[src/rtl/sram_fifo_ctrl.sv]
// sram_fifo_ctrl
//   Single-clock ready/valid FIFO built around a 2^AW x WIDTH dual-port SRAM
//   macro (registered read port 1, write port 2). The SRAM read latency is
//   hidden by a 2-entry output buffer, so one enqueue and one dequeue can
//   complete every cycle.
//
// Ports
//   clk, reset            clock, asynchronous active-high reset
//   enq_valid/ready/bits  producer handshake and data
//   deq_valid/ready/bits  consumer handshake and head data
//   count                 total occupancy (SRAM + in-flight read + buffer)
//   sram_a1/csb1/oeb1     SRAM read port address / select (low) / output enable
//   sram_o1               SRAM registered read data
//   sram_a2/csb2/web2/i2  SRAM write port address / select / write enable / data
module sram_fifo_ctrl #(
   parameter int unsigned WIDTH = 72,
   parameter int unsigned AW    = 8
) (
   input  logic             clk,
   input  logic             reset,
   input  logic             enq_valid,
   output logic             enq_ready,
   input  logic [WIDTH-1:0] enq_bits,
   output logic             deq_valid,
   input  logic             deq_ready,
   output logic [WIDTH-1:0] deq_bits,
   output logic [AW:0]      count,
   output logic [AW-1:0]    sram_a1,
   output logic             sram_csb1,
   output logic             sram_oeb1,
   input  logic [WIDTH-1:0] sram_o1,
   output logic [AW-1:0]    sram_a2,
   output logic             sram_csb2,
   output logic             sram_web2,
   output logic [WIDTH-1:0] sram_i2
);

   localparam int unsigned DEPTH = 1 << AW;

   logic [AW-1:0]    wptr_q, wptr_d;
   logic [AW-1:0]    rptr_q, rptr_d;
   logic [AW:0]      scount_q, scount_d;
   logic             inflight_q, inflight_d;
   logic [1:0]       ocount_q, ocount_d;
   logic [WIDTH-1:0] buf0_q, buf0_d;   // head of the output buffer
   logic [WIDTH-1:0] buf1_q, buf1_d;

   logic       enq_fire;
   logic       deq_fire;
   logic       issue;
   logic [2:0] pending;

   assign enq_ready = (scount_q != (AW+1)'(DEPTH));
   assign enq_fire  = enq_valid & enq_ready;
   assign deq_valid = (ocount_q != 2'd0);
   assign deq_fire  = deq_valid & deq_ready;
   assign deq_bits  = buf0_q;

   // Reads already owed to the buffer; a new read may issue only if the
   // buffer is guaranteed a free slot when its data returns.
   assign pending = {1'b0, ocount_q} + {2'b00, inflight_q};
   assign issue   = (scount_q != '0) && ((pending <= 3'd1) || deq_fire);

   assign count = scount_q + (AW+1)'(inflight_q) + (AW+1)'(ocount_q);

   // SRAM pins
   assign sram_a1   = rptr_q;
   assign sram_csb1 = ~issue;
   assign sram_oeb1 = 1'b0;
   assign sram_a2   = wptr_q;
   assign sram_csb2 = ~enq_fire;
   assign sram_web2 = ~enq_fire;
   assign sram_i2   = enq_bits;

   always_comb begin
      wptr_d     = wptr_q + AW'(enq_fire);
      rptr_d     = rptr_q + AW'(issue);
      scount_d   = scount_q + (AW+1)'(enq_fire) - (AW+1)'(issue);
      inflight_d = issue;
   end

   // Output buffer: buf0 is always the oldest entry. A push lands in the
   // first free slot after any pop has shifted buf1 forward.
   always_comb begin
      buf0_d   = buf0_q;
      buf1_d   = buf1_q;
      ocount_d = ocount_q;
      unique case ({inflight_q, deq_fire})
         2'b10: begin
            if (ocount_q == 2'd0) buf0_d = sram_o1;
            else                  buf1_d = sram_o1;
            ocount_d = ocount_q + 2'd1;
         end
         2'b01: begin
            buf0_d   = buf1_q;
            ocount_d = ocount_q - 2'd1;
         end
         2'b11: begin
            if (ocount_q == 2'd1) begin
               buf0_d = sram_o1;
            end else begin
               buf0_d = buf1_q;
               buf1_d = sram_o1;
            end
         end
         default: ;
      endcase
   end

   always_ff @(posedge clk or posedge reset) begin
      if (reset) begin
         wptr_q     <= '0;
         rptr_q     <= '0;
         scount_q   <= '0;
         inflight_q <= 1'b0;
         ocount_q   <= '0;
         buf0_q     <= '0;
         buf1_q     <= '0;
      end else begin
         wptr_q     <= wptr_d;
         rptr_q     <= rptr_d;
         scount_q   <= scount_d;
         inflight_q <= inflight_d;
         ocount_q   <= ocount_d;
         buf0_q     <= buf0_d;
         buf1_q     <= buf1_d;
      end
   end

endmodule

[config.mk]
export PLATFORM = sky130hd
export DESIGN_NAME = sram_fifo_ctrl
export DESIGN_NICKNAME = d
export VERILOG_FILES = /design/src/rtl/sram_fifo_ctrl.sv
export SDC_FILE = /design/constraint.sdc
export NUM_CORES = 1
export LEC_CHECK = 0
export ABC_AREA = 1
export BUFFER_PORTS_ARGS = -buffer_cell sky130_fd_sc_hd__buf_2
export CAP_MARGIN = 20
export CORE_ASPECT_RATIO = 1.4
export CORE_UTILIZATION = 50
export DETAILED_ROUTE_END_ITERATION = 10
export PLACE_DENSITY_LB_ADDON = 0.3
export SYNTH_ARGS = -nofsm -noshare
export SYNTH_HDL_FRONTEND = slang
export SYNTH_SLANG_ARGS = --single-unit
[constraint.sdc]
create_clock -name clk -period 6.25 [get_ports clk]
set_input_delay 0.3125 -clock clk [delete_from_list [all_inputs] [get_ports clk]]
set_output_delay 0.3125 -clock clk [all_outputs]
set_load 0.005 [all_outputs]
-- Word-level counts from Yosys, hierarchy flattened
Cells that the tools add are included.
- register bits after elaboration: 172
- output and inout bits: 175
- word-level logic and storage cells: 46
- $add $sub $neg: 9
- order comparisons: 1
- equality and inequality tests: 8
- multiplexer cells: 7
- bitwise gates (word level): 4
- reductions and logical operators: 10
- operators by type and width (operator ; number):
    72-bit two-way mux ; 4
    72-bit one-hot mux with 3 select lines ; 1
    72-bit one-hot mux with 2 select lines ; 1
    9-bit by 1-bit adder with 9-bit output ; 2
    8-bit by 1-bit adder with 8-bit output ; 2
    9-bit by 2-bit adder with 9-bit output ; 1
    9-bit inequality test (second input constant) ; 1
    9-bit nonzero test ; 1
    9-bit by 1-bit subtractor with 9-bit output ; 1
    2-bit inequality test (second input constant) ; 3
    2-bit nonzero test ; 3
    2-bit by 1-bit equality test with 1-bit output (second input constant) ; 2
    2-bit equality test (second input constant) ; 2
    2-bit one-hot mux with 2 select lines ; 1
    2-bit by 1-bit adder with 3-bit output ; 1
    3-bit by 1-bit less-or-equal comparator with 1-bit output (second input constant) ; 1
    3-bit AND reduction ; 1
    3-bit nonzero test ; 1
    2-bit by 1-bit adder with 2-bit output (second input constant) ; 1
    1-bit AND ; 2
    2-bit zero test ; 1
    1-bit inverter ; 2
    2-bit AND reduction ; 1
    2-bit by 1-bit subtractor with 2-bit output (second input constant) ; 1
    other kinds (2) ; 2

-- Longest topological paths before layout
- depth after elaboration: 5
- mapped depth: 19
- depth with buffers taken out: 19

-- Least setup slack after synthesis
No wires, ideal clock.
- path type: reg-to-reg
- from: register ocount_q[0]
- to: register scount_q[6]
- arrival: 2.187 ns
- setup slack: 3.947 ns
- stages on the path, launching flop included: 19
- period minus slack after synthesis: 2.303 ns
- path through: dfrtp_1 -> inv_1 -> ha_1 -> inv_2 -> nand2_4 -> nand2_1 -> nand2_1 -> inv_1 -> nand2_1 -> nand2_1 -> ha_1 -> inv_1 -> fa_1 -> inv_1 -> nand2_1 -> nand2_1 -> nand3_1 -> nand3_1 -> nand2_1
- cells in the longest elaborated chain, start to end: 5
- elaborated cells between the ends (all ways): 7
- ends and longest elaborated chain (item ; line ; source):
    start, declared ; 44 ; logic [1:0] ocount_q, ocount_d;
    start signal, assigned ; 124 ; ocount_q <= ocount_d;
    2-bit nonzero test ; 55 ; assign deq_valid = (ocount_q != 2'd0);
    via deq_valid ; 24 ; output logic deq_valid,
    1-bit AND ; 56 ; assign deq_fire = deq_valid & deq_ready;
    1-bit logical OR ; 62 ; assign issue = (scount_q != '0) && ((pending <= 3'd1) || deq_fire);
    1-bit logical AND ; 62 ;
    via inflight_d ; 43 ; logic inflight_q, inflight_d;
    9-bit by 1-bit subtractor with 9-bit output ; 78 ; scount_d = scount_q + (AW+1)'(enq_fire) - (AW+1)'(issue);
    via scount_d[6] ; 42 ; logic [AW:0] scount_q, scount_d;
    end signal, assigned ; 122 ; scount_q <= scount_d;
    end, declared ; 42 ;
The timed path passes the listed nets, and every way through them passes these cells.
A chain may end at the register's enable or synchronous reset.

-- Worst setup path after layout
- from: register ocount_q[1]
- to: register buf1_q[19]
- cells in the longest elaborated chain, start to end: 5
- elaborated cells between the ends (all ways): 11
- ends and longest elaborated chain (item ; line ; source):
    2-bit nonzero test ; 55 ;
    1-bit AND ; 56 ;
    2-bit equality test ; 88 ; unique case ({inflight_q, deq_fire})
    2-bit inequality test (no line) or 2-bit nonzero test (tied branches) ; n/a ;
    3-bit AND reduction (no line) ; n/a ;
    end signal, assigned ; 126 ; buf1_q <= buf1_d;
    end, declared ; 46 ; logic [WIDTH-1:0] buf1_q, buf1_d;
Parallel ways exist; a longest one is shown, timed or not.

==> summary.md <==
| Metric | Value |
|---|---|
| Status | `complete, no violations` |
| GPL Wtd Cong | `~0.8` |
| Nets | `around 1,300` |
| Router iterations before antenna repair | `5` |
| Core area | `between 15,000 and 20,000 um^2` |
| Antenna-violating nets left | `0` |
| Post-CTS Setup Inserts | `0` |
| WP data required | `6500 ps` |
| Final worst path period share | `between 50% and 60%` |
| Resized Gates After CTS | `0` |
| Yosys top cell by area | `dfrtp_1` |
| Crit-path cells | `inv_1 -> ha_1 -> inv_2 -> nand2_4 -> inv_1 -> ha_1 -> o211ai_4 -> buf_4 -> o21ai_0` |
| Cell count after synthesis | `roughly 1,000` |
| Wire per inst | `15.05 um` |
| Die X | `112.8 um` |
| Power density cells | `600.7 nW/um^2` |
| Sw power | `0.002415 W` |
| Largest net degree at the start of global routing | `~120` |
| Max Clk Rate | `approximately 320 MHz` |
| Initial drt markers | `533` |
| Initial Util | `51.29%` |
| Die area | `17,710 um^2` |
| DRC | `0` |
| Clock Path Buffers | `2` |
| Netlist cell types | `25` |
| Critical path peak fanout | `116` |
| Final setup fails | `0` |
| Setup ws final | `a little over 3000 ps` |
| Root Driver | `clkbuf_16` |
| Yosys reg bits | `172` |
| Sequential fraction of the synthesis area | `between 50% and 60%` |
| Worst slew margin | `roughly 31%` |
| Initial antenna violation count | `1` |
| Post-synthesis async set-or-reset flop share | `between 90% and 100%` |
| Post-layout minimum cycle time | `3167 ps` |
| Worst Path Arrival | `roughly 3400 ps` |
| Number of global-route vias before repair | `~6,500` |
| Logic pwr share | `between 40% and 50%` |
| Std cell rows | `56` |
| CP Capture Type | `flop` |
| Cell family with most CP delay | `buffers and inverters` |
| CP Buf/Inv Count | `4` |
| Post-route cell area | `9625 um^2` |
| Dpl cells | `between 1,000 and 1,500` |
| Via density | `between 5 and 6` |
| Final slew viol count | `0` |
| Total CTS buffers | `17` |
| Peak VDD IR | `0.3260 mV` |
| Max incr delay on CP | `a little over 800 ps` |
| CP startpoint kind | `flop` |
| First-pass GRT wire length | `roughly 32,000 um` |
| Pre-CTS setup slack | `between 3000 and 4000 ps` |
| RSZ-0062 raised after global routing | `false` |
| Mean Syn Cell Area | `between 8 and 9 um^2` |
| Top-count cell post-synth | `nand2_1` |
| Clk_lat worst skew | `around 430 ps` |
| Hold_buf cts | `0` |
| Fin cells | `1,298` |
| Synth Warn # | `0` |
| Primary FF master, synth | `dfrtp_1` |
| CP max-delay cell | `buf_4` |
| Clock share of power | `19.7%` |
| Area grow syn2layout | `12.08%` |
| Final Hold Viols | `0` |
| H-tree Lvls | `4` |
| Most frequent cells after synthesis | `202 x nand2_1, 172 x dfrtp_1, 120 x inv_1` |
| CTS tree | `yes` |
| Post-Synthesis Net Count | `around 1,200` |
| P_int | `0.003366 W` |
| All-Layer GR Usage | `~23%` |
| Max-cap violations | `0` |
| Crit Path Category | `reg2reg` |
| Layout cells sized above 1 | `between 20% and 30%` |
| Net Sw Frac | `41.78%` |
| Number of synthesized flops with an enable pin | `0` |
| CTS sink count | `~170` |
| GRT overflow | `0` |
| Reg power frac | `between 30% and 40%` |
| Top-area cell type share of the netlist area | `between 50% and 60%` |
| Die H | `between 150 and 200 um` |
| Synth area leaders | `dfrtp_1 50%, nand2_1 8.8%, buf_4 7.1%` |
| Port Buf Inserts | `approximately 180` |
| Clk_skew | `between 10 and 15 ps` |
| Least-Margin Pin Slew | `1038 ps` |
| Synthesized area | `~8600 um^2` |
| Vias | `6,660` |
| Area post-placement | `around 9000 um^2` |
| Final setup TNS | `0 ps` |
| CTS clock-pin slew for the worst setup and hold paths | `70 ps` |
| Top-Level Pins | `approximately 320` |
| Leakage | `around 5 nW` |
| HP Class | `in2async` |
| Detailed Route WL | `19,540 um` |
| HPWL after detailed placement | `12,680 um` |
## per-stage QoR
stage	hold slack (ps)	total power (W)	util [%]
global route	117.4	0.006312	57.48
finish	76.02	0.005782	57.48
detailed placement	473.3	0.004671	53.59
floorplan	445.7	0.003890	-
CTS	111.7	0.005836	57.34
global placement	465.5	0.004580	53.59
## registers in the layout, summed over array words and instances, names as in the netlist
signal,cells
buf1_q,72
deq_bits,72
inflight_q,1
ocount_q,2
scount_q,9
sram_a1,8
sram_a2,8
## power by group through the flow
stage	logic (W)	registers [W]	clock network [W]
2_1_floorplan	0.00186	0.00203	0
3_3_place_gp	0.00252	0.00206	0
3_5_place_dp	0.00259	0.00208	0
4_1_cts	0.00261	0.00207	0.00116
5_1_grt	0.00297	0.00213	0.00121
6_report	0.00258	0.00206	0.00114
## metal layers
metal	up-vias	part of all wire, %	routed length, um	track usage, %
met2	192	52	10120	39.92
met4	0	2.1	414	9.206
li1	3291	-	-	-
met1	3130	41	8004	27.85
met5	-	0	0	0
met3	47	5.1	994	5.468
## worst paths after layout
check                       startpoint         end  slack, ps  depth (start not counted)
min reg2reg                  buf1_q[0]   buf1_q[0]        480                          2
min                              reset  sram_a1[7]         80                          2
max in group asynchronous        reset  buf1_q[36]       4630                          3
max reg2reg                ocount_q[1]  buf1_q[19]       3080                          9
min in group clk            sram_o1[7]   buf1_q[7]        130                          3
max                        ocount_q[1]  buf1_q[19]       3080                          9
## cells by family after synthesis
group                    count (synthesis)  share of synthesized area [%]
other                                    1                        0.04366
XOR/XNOR                                22                          2.244
AND/OR/NAND/NOR                        381                          18.18
buffers and inverters                  247                          14.86
adder cells (fa/ha/maj)                 29                          4.487
flip-flops                             172                          50.12
AO/OA/AOI/OAI                          151                          10.07
## placed cells by master, fill, tap and decap left out, drive strengths merged
master / netlist / final
conb: 1 / 1
inv: 122 / 126
nor2: 83 / 83
diode: 0 / 1
nand2: 204 / 204
dfrtp: 172 / 172
xor2: 17 / 17
clkinv: 0 / 5
xnor2: 5 / 5
nor3: 1 / 1
a21oi: 4 / 4
nand3: 91 / 91
o21ai: 74 / 74
bufinv: 0 / 4
buf: 117 / 184
nand3b: 1 / 1
fa: 3 / 3
clkbuf: 8 / 19
ha: 26 / 26
o211ai: 1 / 1
nand4: 1 / 1
a31oi: 72 / 72
## cell type report
| cell class | count | area [um^2] |
|---|---|---|
| Inverter | 122 | 462.9 |
| Fill cell | 1527 | 7121 |
| Tap cell | 203 | 254.0 |
| Multi-Input combinational cell | 584 | 3022 |
| Timing Repair Buffer | 184 | 950.9 |
| Clock inverter | 13 | 186.4 |
| Sequential cell | 172 | 4304 |
| Antenna cell | 1 | 2.502 |
| Clock buffer | 19 | 442.9 |
Power figures use the tool's default switching activity.
